`src/rtl/image_stream_pkg.sv`:
```
// Shared types for the image stream reader: FSM states and per-pixel sideband.
// ST_GAP exists only when IMAGE_STREAM_LINE_GAP_EN is defined.
package image_stream_pkg;

  localparam int SB_CHAN_W = 8;

  typedef enum logic [1:0] {
    ST_IDLE  = 2'd0,
    ST_RUN   = 2'd1,
    ST_DRAIN = 2'd2
`ifdef IMAGE_STREAM_LINE_GAP_EN
    , ST_GAP = 2'd3
`endif
  } state_t;

  typedef struct packed {
    logic                 sof;
    logic                 eol;
    logic                 eof;
    logic [SB_CHAN_W-1:0] chan;
  } pix_sb_t;

endpackage

```
`src/rtl/image_rom_sync.sv`:
```
// Generic DATA_W x 2**ADDR_W synchronous ROM, one cycle read latency.
// Empty INIT_FILE selects a ramp (word i holds i), which the pixel stream relies on in simulation.
module image_rom_sync #(
  parameter int    DATA_W    = 16,
  parameter int    ADDR_W    = 10,
  parameter string INIT_FILE = ""
) (
  input  logic              clk,
  input  logic [ADDR_W-1:0] i_addr,
  output logic [DATA_W-1:0] o_data
);

  logic [DATA_W-1:0] r_data;

  if (INIT_FILE == "") begin : g_ramp
    always_ff @(posedge clk) r_data <= DATA_W'(i_addr);
  end else begin : g_vendor
    // File-backed contents live in the vendor ROM macro; this stand-in reads as zero.
    always_ff @(posedge clk) r_data <= '0;
  end

  assign o_data = r_data;

endmodule

```
`src/rtl/image_stream_reader.sv`:
```
// Streams a channel-planar, row-major image from ROM as a valid/ready pixel stream with markers.
// Define IMAGE_STREAM_LINE_GAP_EN to insert LINE_GAP blanking cycles after each row.
//
// state    | meaning
// ST_IDLE  | waiting for pic_start
// ST_RUN   | issuing ROM reads while the skid FIFO has room
// ST_DRAIN | all addresses issued, emptying in-flight read and FIFO
// ST_GAP   | horizontal blanking after a row (optional feature only)
module image_stream_reader
  import image_stream_pkg::*;
#(
`ifdef IMAGE_STREAM_LINE_GAP_EN
  parameter int LINE_GAP = 2,
`endif
  parameter int DATA_W   = 16,
  parameter int IMG_W    = 32,
  parameter int IMG_H    = 32,
  parameter int CHANNELS = 1
) (
  input  logic              clk,
  input  logic              rst,
  input  logic              pic_start,
  input  logic              pic_continuous,
  input  logic              pic_abort,
  output logic              pic_out_valid,
  input  logic              pic_out_ready,
  output logic [DATA_W-1:0] pic_out,
  output logic              pic_sof,
  output logic              pic_eol,
  output logic              pic_eof,
  output logic [((CHANNELS > 1) ? $clog2(CHANNELS) : 1)-1:0] pic_chan,
  output logic              pic_busy,
  output logic              pic_done
);

  localparam int NPIX   = IMG_W * IMG_H * CHANNELS;
  localparam int ADDR_W = (NPIX > 1) ? $clog2(NPIX) : 1;
  localparam int CHAN_W = (CHANNELS > 1) ? $clog2(CHANNELS) : 1;
  localparam int COL_W  = (IMG_W > 1) ? $clog2(IMG_W) : 1;
  localparam int ROW_W  = (IMG_H > 1) ? $clog2(IMG_H) : 1;

  if ((NPIX > 2**ADDR_W) || (CHAN_W > SB_CHAN_W)) begin : g_size_check
    $error("image_stream_reader: image does not fit the address or channel width");
  end

  state_t              r_state, w_next;
  logic [COL_W-1:0]    r_col;
  logic [ROW_W-1:0]    r_row;
  logic [CHAN_W-1:0]   r_chan;
  logic                r_cont;
  logic                r_rd_vld;
  pix_sb_t             r_rd_sb;
  logic [DATA_W-1:0]   r_fifo_data [2];
  pix_sb_t             r_fifo_sb   [2];
  logic                r_wr_ptr, r_rd_ptr;
  logic [1:0]          r_count;
  logic                r_done;

  logic [ADDR_W-1:0]   w_addr;
  logic [DATA_W-1:0]   w_rom_data, w_head_data;
  pix_sb_t             w_issue_sb, w_head_sb;
  logic w_last_col, w_last_row, w_last_chan, w_last_pix;
  logic w_room, w_issue, w_start, w_abort;
  logic w_fifo_nempty, w_valid, w_pop, w_fifo_pop, w_push, w_drain_done;

  assign w_last_col  = (r_col  == COL_W'(IMG_W - 1));
  assign w_last_row  = (r_row  == ROW_W'(IMG_H - 1));
  assign w_last_chan = (r_chan == CHAN_W'(CHANNELS - 1));
  assign w_last_pix  = w_last_col && w_last_row && w_last_chan;

  assign w_addr = ADDR_W'(r_chan) * ADDR_W'(IMG_W * IMG_H)
                + ADDR_W'(r_row) * ADDR_W'(IMG_W) + ADDR_W'(r_col);

  assign w_issue_sb.sof  = (r_col == '0) && (r_row == '0) && (r_chan == '0);
  assign w_issue_sb.eol  = w_last_col;
  assign w_issue_sb.eof  = w_last_pix;
  assign w_issue_sb.chan = SB_CHAN_W'(r_chan);

  // Room counts the read already in flight so the FIFO never overflows under backpressure.
  assign w_room  = (r_count == 2'd0) || ((r_count == 2'd1) && !r_rd_vld);
  assign w_start = (r_state == ST_IDLE) && pic_start;
  assign w_abort = (r_state != ST_IDLE) && pic_abort;
  assign w_issue = (r_state == ST_RUN) && w_room && !w_abort;

  // An empty FIFO passes the ROM output straight through to keep first-pixel latency at two.
  assign w_fifo_nempty = (r_count != 2'd0);
  assign w_valid       = w_fifo_nempty || r_rd_vld;
  assign w_head_data   = w_fifo_nempty ? r_fifo_data[r_rd_ptr] : w_rom_data;
  assign w_head_sb     = w_fifo_nempty ? r_fifo_sb[r_rd_ptr]   : r_rd_sb;
  assign w_pop         = w_valid && pic_out_ready;
  assign w_fifo_pop    = w_pop && w_fifo_nempty;
  assign w_push        = r_rd_vld && !(w_pop && !w_fifo_nempty);
  assign w_drain_done  = w_pop && ((r_count + {1'b0, r_rd_vld}) == 2'd1);

  assign pic_out_valid = w_valid;
  assign pic_out       = w_valid ? w_head_data : '0;
  assign pic_sof       = w_valid && w_head_sb.sof;
  assign pic_eol       = w_valid && w_head_sb.eol;
  assign pic_eof       = w_valid && w_head_sb.eof;
  assign pic_chan      = w_valid ? CHAN_W'(w_head_sb.chan) : '0;
  assign pic_busy      = (r_state != ST_IDLE);
  assign pic_done      = r_done;

`ifdef IMAGE_STREAM_LINE_GAP_EN
  localparam int GAP_W = (LINE_GAP > 1) ? $clog2(LINE_GAP) : 1;
  logic [GAP_W-1:0] r_gap_cnt;

  always_ff @(posedge clk) begin
    if (rst)
      r_gap_cnt <= '0;
    else if ((w_next == ST_GAP) && (r_state != ST_GAP))
      r_gap_cnt <= GAP_W'(LINE_GAP - 1);
    else if ((r_state == ST_GAP) && (r_gap_cnt != '0))
      r_gap_cnt <= r_gap_cnt - GAP_W'(1);
  end
`endif

  always_comb begin
    w_next = r_state;
    case (r_state)
      ST_IDLE:  if (pic_start) w_next = ST_RUN;
      ST_RUN: begin
        if (w_abort)
          w_next = ST_IDLE;
        else if (w_issue && w_last_pix && !r_cont)
          w_next = ST_DRAIN;
`ifdef IMAGE_STREAM_LINE_GAP_EN
        else if (w_issue && w_last_col && !w_last_pix && (LINE_GAP > 0))
          w_next = ST_GAP;
`endif
      end
      ST_DRAIN: if (w_abort || w_drain_done) w_next = ST_IDLE;
`ifdef IMAGE_STREAM_LINE_GAP_EN
      ST_GAP: begin
        if (w_abort)
          w_next = ST_IDLE;
        else if (r_gap_cnt == '0)
          w_next = ST_RUN;
      end
`endif
      default:  w_next = ST_IDLE;
    endcase
  end

  always_ff @(posedge clk) begin
    if (rst) begin
      r_state  <= ST_IDLE;
      r_col    <= '0;
      r_row    <= '0;
      r_chan   <= '0;
      r_cont   <= 1'b0;
      r_rd_vld <= 1'b0;
      r_rd_sb  <= '0;
      r_wr_ptr <= 1'b0;
      r_rd_ptr <= 1'b0;
      r_count  <= 2'd0;
      r_done   <= 1'b0;
    end else begin
      r_state <= w_next;
      r_done  <= w_abort || ((r_state == ST_DRAIN) && w_drain_done);

      if (w_start) begin
        r_col  <= '0;
        r_row  <= '0;
        r_chan <= '0;
        r_cont <= pic_continuous;
      end else if (w_issue) begin
        if (w_last_pix) begin
          r_col  <= '0;
          r_row  <= '0;
          r_chan <= '0;
        end else if (w_last_col) begin
          r_col <= '0;
          if (w_last_row) begin
            r_row  <= '0;
            r_chan <= r_chan + CHAN_W'(1);
          end else begin
            r_row <= r_row + ROW_W'(1);
          end
        end else begin
          r_col <= r_col + COL_W'(1);
        end
      end

      if (w_abort) begin
        r_rd_vld <= 1'b0;
        r_count  <= 2'd0;
        r_wr_ptr <= 1'b0;
        r_rd_ptr <= 1'b0;
      end else begin
        r_rd_vld <= w_issue;
        r_rd_sb  <= w_issue_sb;
        if (w_push)     r_wr_ptr <= ~r_wr_ptr;
        if (w_fifo_pop) r_rd_ptr <= ~r_rd_ptr;
        r_count <= r_count + {1'b0, w_push} - {1'b0, w_fifo_pop};
      end
    end
  end

  always_ff @(posedge clk) begin
    if (!w_abort && w_push) begin
      r_fifo_data[r_wr_ptr] <= w_rom_data;
      r_fifo_sb[r_wr_ptr]   <= r_rd_sb;
    end
  end

  image_rom_sync #(
    .DATA_W   (DATA_W),
    .ADDR_W   (ADDR_W),
    .INIT_FILE("")
  ) u_rom (
    .clk   (clk),
    .i_addr(w_addr),
    .o_data(w_rom_data)
  );

endmodule

```
`config.mk`:
```
export PLATFORM = sky130hd
export DESIGN_NAME = image_stream_reader
export DESIGN_NICKNAME = d
export VERILOG_FILES = /design/src/rtl/image_stream_pkg.sv /design/src/rtl/image_rom_sync.sv /design/src/rtl/image_stream_reader.sv
export SDC_FILE = /design/constraint.sdc
export NUM_CORES = 1
export LEC_CHECK = 0
export ABC_AREA = 1
export BUFFER_PORTS_ARGS = -buffer_cell sky130_fd_sc_hd__buf_2
export CAP_MARGIN = 20
export CORE_MARGIN = 2
export CORE_UTILIZATION = 52
export CTS_CLUSTER_SIZE = 24
export DETAILED_ROUTE_END_ITERATION = 8
export PLACE_DENSITY = 0.79
export SYNTH_ARGS = -nofsm -noshare
export SYNTH_HDL_FRONTEND = slang
export SYNTH_SLANG_ARGS = --single-unit
```
`constraint.sdc`:
```
create_clock -name clk -period 2.15 [get_ports clk]
set_clock_uncertainty 0.05 [all_clocks]
set_input_delay 0.43 -clock clk [delete_from_list [all_inputs] [get_ports clk]]
set_output_delay 0.43 -clock clk [all_outputs]
set_load 0.03 [all_outputs]
```
==> results.txt <==
For the worst-skew pair, the clock arrives at the later sink with an insertion delay of 320 ps. The routed length per instance was 13.2 um. The worst min-delay path class was in -> reg. Summed over all layers, the global routing overflow is 0. The hold violation total from the final report came out at 0.

For this run, the post-layout net count is 327. The power per cell area works out to 812 nW/um^2. After detailed routing, the number of remaining DRC violations is 0.

In this run, the number of DRC markers left after iteration 0 of detailed routing was 140. The number of synthesized flops with an enable pin was 28; the total global routing track utilization was 0.185. The number of antenna violations at the first check in global routing is 0, and the combined area of the multi-input logic cells is 1020 um^2. Most common cell in the synthesized netlist: sky130_fd_sc_hd__dfxtp_1. Fraction of registers with async set or reset after synthesis: 0.

The count of buffers inserted at the top-level ports was 22; the total cell area at the placement stage was 2960 um^2. The leakage power of the design was 1.37 nW. sky130_fd_sc_hd__edfxtp_1 takes more of the synthesized area than any other cell. Averaged over all synthesized cells, the footprint is 10.0 um^2. The data arrival time of the critical path is 1560 ps, and the peak ir drop on the vdd network is 0.291 mV.

The run gives 0.0635 as the met3 track demand over resource. Global-route met2 utilization: 0.303. TritonCTS built the clock tree.

The run gives 0.218 as the met1 layer usage reported by global route. In this run the vertical extent of the chip is 77.1 um. The flow ran to the end, and the final reports show no timing, DRC or antenna violations.

The portion of synthesized cell area occupied by the leading cell type was 0.302; the mapped cell area was 2780 um^2. TritonCTS created 9 clock buffers. Routability-driven placement finished with a final weighted congestion of 0.801. The tools report the number of primary I/O pins as 29. The run gives 0 as the final antenna diode count. By count the netlist is led by sky130_fd_sc_hd__dfxtp_1, sky130_fd_sc_hd__inv_1, sky130_fd_sc_hd__nand2_1, sky130_fd_sc_hd__a21oi_1, sky130_fd_sc_hd__edfxtp_1.

The run gives 0.554 as the register area share after synthesis. In the final timing run, aggregate negative setup slack is 0 ps. The worst setup path is of the reg -> out kind. The smallest clock period supported by the final layout is computed as 2040 ps.

The combined flip-flop and latch cell area came out at 1540 um^2. The via count was 1,929; the core region area was 5140 um^2. The chip width is 77.1 um. Entering global routing, the biggest net connects 20 pins.

The tools report the iteration count of the initial detailed-routing pass as 4. Detailed placement finished with a half-perimeter wire length of 3.56 mm. The most congested layer reported by global routing was met2. The filler cells instantiated in the layout total 451. The H-tree was split into 3 levels. STA puts the critical path data required time at 1670 ps. Counting flops and latches in the post-synthesis netlist gives 63. The die covers 5950 um^2.

The clock edge transition at the registers on the reported setup and hold paths works out to 60 ps. The row count was 26; the share of the cycle needed by the critical path after routing was 0.950. The longest clock path from root to sink contains 2 buffers. The final max-slew violation count was 0; the setup-violating endpoint count in the final report was 0. For this run, the number of Yosys warnings is 0. The highest fanout seen on the critical path is 14, and the clock sink count is 63. The worst setup path is captured at a primary output.

The finished cells cover 3160 um^2. Number of global-route vias before repair: 1,880. For the wire length after detailed routing, the log shows 5.10 mm. The cell sitting at the root of the clock tree is a sky130_fd_sc_hd__clkbuf_8. Compared with the post-synthesis result, the final layout area differs by 13.5%. The tools report the number of nets with antenna violations after routing as 0. The first global-routing pass estimated 8.38 mm of wire. The count of mapped cells out of synthesis came out at 278. Yosys attributes the largest share of cell area to sky130_fd_sc_hd__edfxtp_1, sky130_fd_sc_hd__dfxtp_1, sky130_fd_sc_hd__a21oi_1. The starting density of the core was 0.541. The maximum operating frequency was 489 MHz; the share of final-layout standard cells stronger than drive strength 1 was 0.230. The worst setup path is launched from a flip-flop. Setup repair after global routing left no endpoint under its margin. The most used flip-flop cell after synthesis is sky130_fd_sc_hd__dfxtp_1. Dividing the detail-routed via count by the number of cells gives 4.98.

Max-cap violations in this run came to 0. For the post-synthesis cell type count, the log shows 32.
## layout make-up
type | instances | area share
inverter | 40 | 0.0475
tap | 70 | 0.0277
multi-input combinational | 167 | 0.324
sequential | 63 | 0.489
clock inverter | 3 | 0.00357
timing repair buffer | 31 | 0.0646
clock buffer | 13 | 0.0440
## sequential cells by signal (all words and copies together), names as in the netlist, named ones only
signal        flops
r_chan            1
r_state           2
r_rd_ptr          1
r_count           2
r_row             5
r_rd_vld          1
r_col             5
pic_done          1
r_cont            1
r_wr_ptr          1
r_fifo_sb         8
r_rd_sb           4
r_fifo_data      20
u_rom.o_data     10
## metrics by stage
stage	power, mW	setup slack (ps)	instances	hold slack (ps)	utilization
finish	2.56	107	387	311	0.614
global route	2.68	13.3	387	296	0.614
CTS	2.56	20.7	384	289	0.605
detailed placement	1.76	252	368	323	0.576
global placement	1.75	395	368	321	0.576
floorplan	1.66	72.3	283	301	-
## logic make-up after synthesis
group | after synthesis | synth area share
compound gates | 52 | 0.108
xor+xnor | 1 | 0.00315
flops | 63 | 0.554
buf+inv | 53 | 0.0895
simple gates | 85 | 0.149
other cells | 1 | 0.00135
mux | 14 | 0.0549
fa+ha+maj | 9 | 0.0405
## power by group
| group | internal, mW | leakage (nW) | switching, mW |
|---|---|---|---|
| clock | 0.409 | 0.0741 | 0.398 |
| combinational | 0.153 | 0.732 | 0.315 |
| sequential | 1.27 | 0.564 | 0.0216 |
| total | 1.83 | 1.37 | 0.735 |
## path summary, 6_finish.rpt
kind	slack, ps	depth (start not counted)	startpoint	end
setup / recovery	110	5	flip-flop	pic_out[1]
hold / removal	310	2	rst	r_state[1]
setup reg to reg	350	8	r_count[1]	r_count[1]
hold reg to reg	330	0	r_row[3]	u_rom.o_data[8]
## routing by layer
layer  part of all wire  wire length, um  vias to the layer above
met5                  0                0                        -
met4              0.017               87                        0
met3              0.034              173                        8
met2               0.49             2520                       37
met1               0.45             2320                      902
li1                   -                -                      982
## placed cells by master, fill, tap and decap left out, drive strengths merged
cell	instances
a21oi	29
buf	31
clkbuf	13
clkinv	4
conb	6
dfxtp	35
edfxtp	28
ha	9
inv	39
mux2	10
mux2i	4
nand2	39
nand3	11
nand4	5
nor2	24
nor3	4
o211ai	1
o21ai	12
o21bai	10
or2	2
xnor2	1
## critical path: stages (launching register included)
cell	delay, ps
sky130_fd_sc_hd__dfxtp_1	340
sky130_fd_sc_hd__buf_8	160
sky130_fd_sc_hd__mux2_2	340
sky130_fd_sc_hd__o21bai_1	160
sky130_fd_sc_hd__inv_1	70
sky130_fd_sc_hd__buf_2	180
## what timing repair did
item / CTS / global route
resized for setup: 0 / 7
hold buffers: 0 / 0
setup buffers: 0 / 3
endpoints found under the setup margin: 0 / 13
hold endpoints to repair: 0 / 0
(Power assumes the default switching activity.)
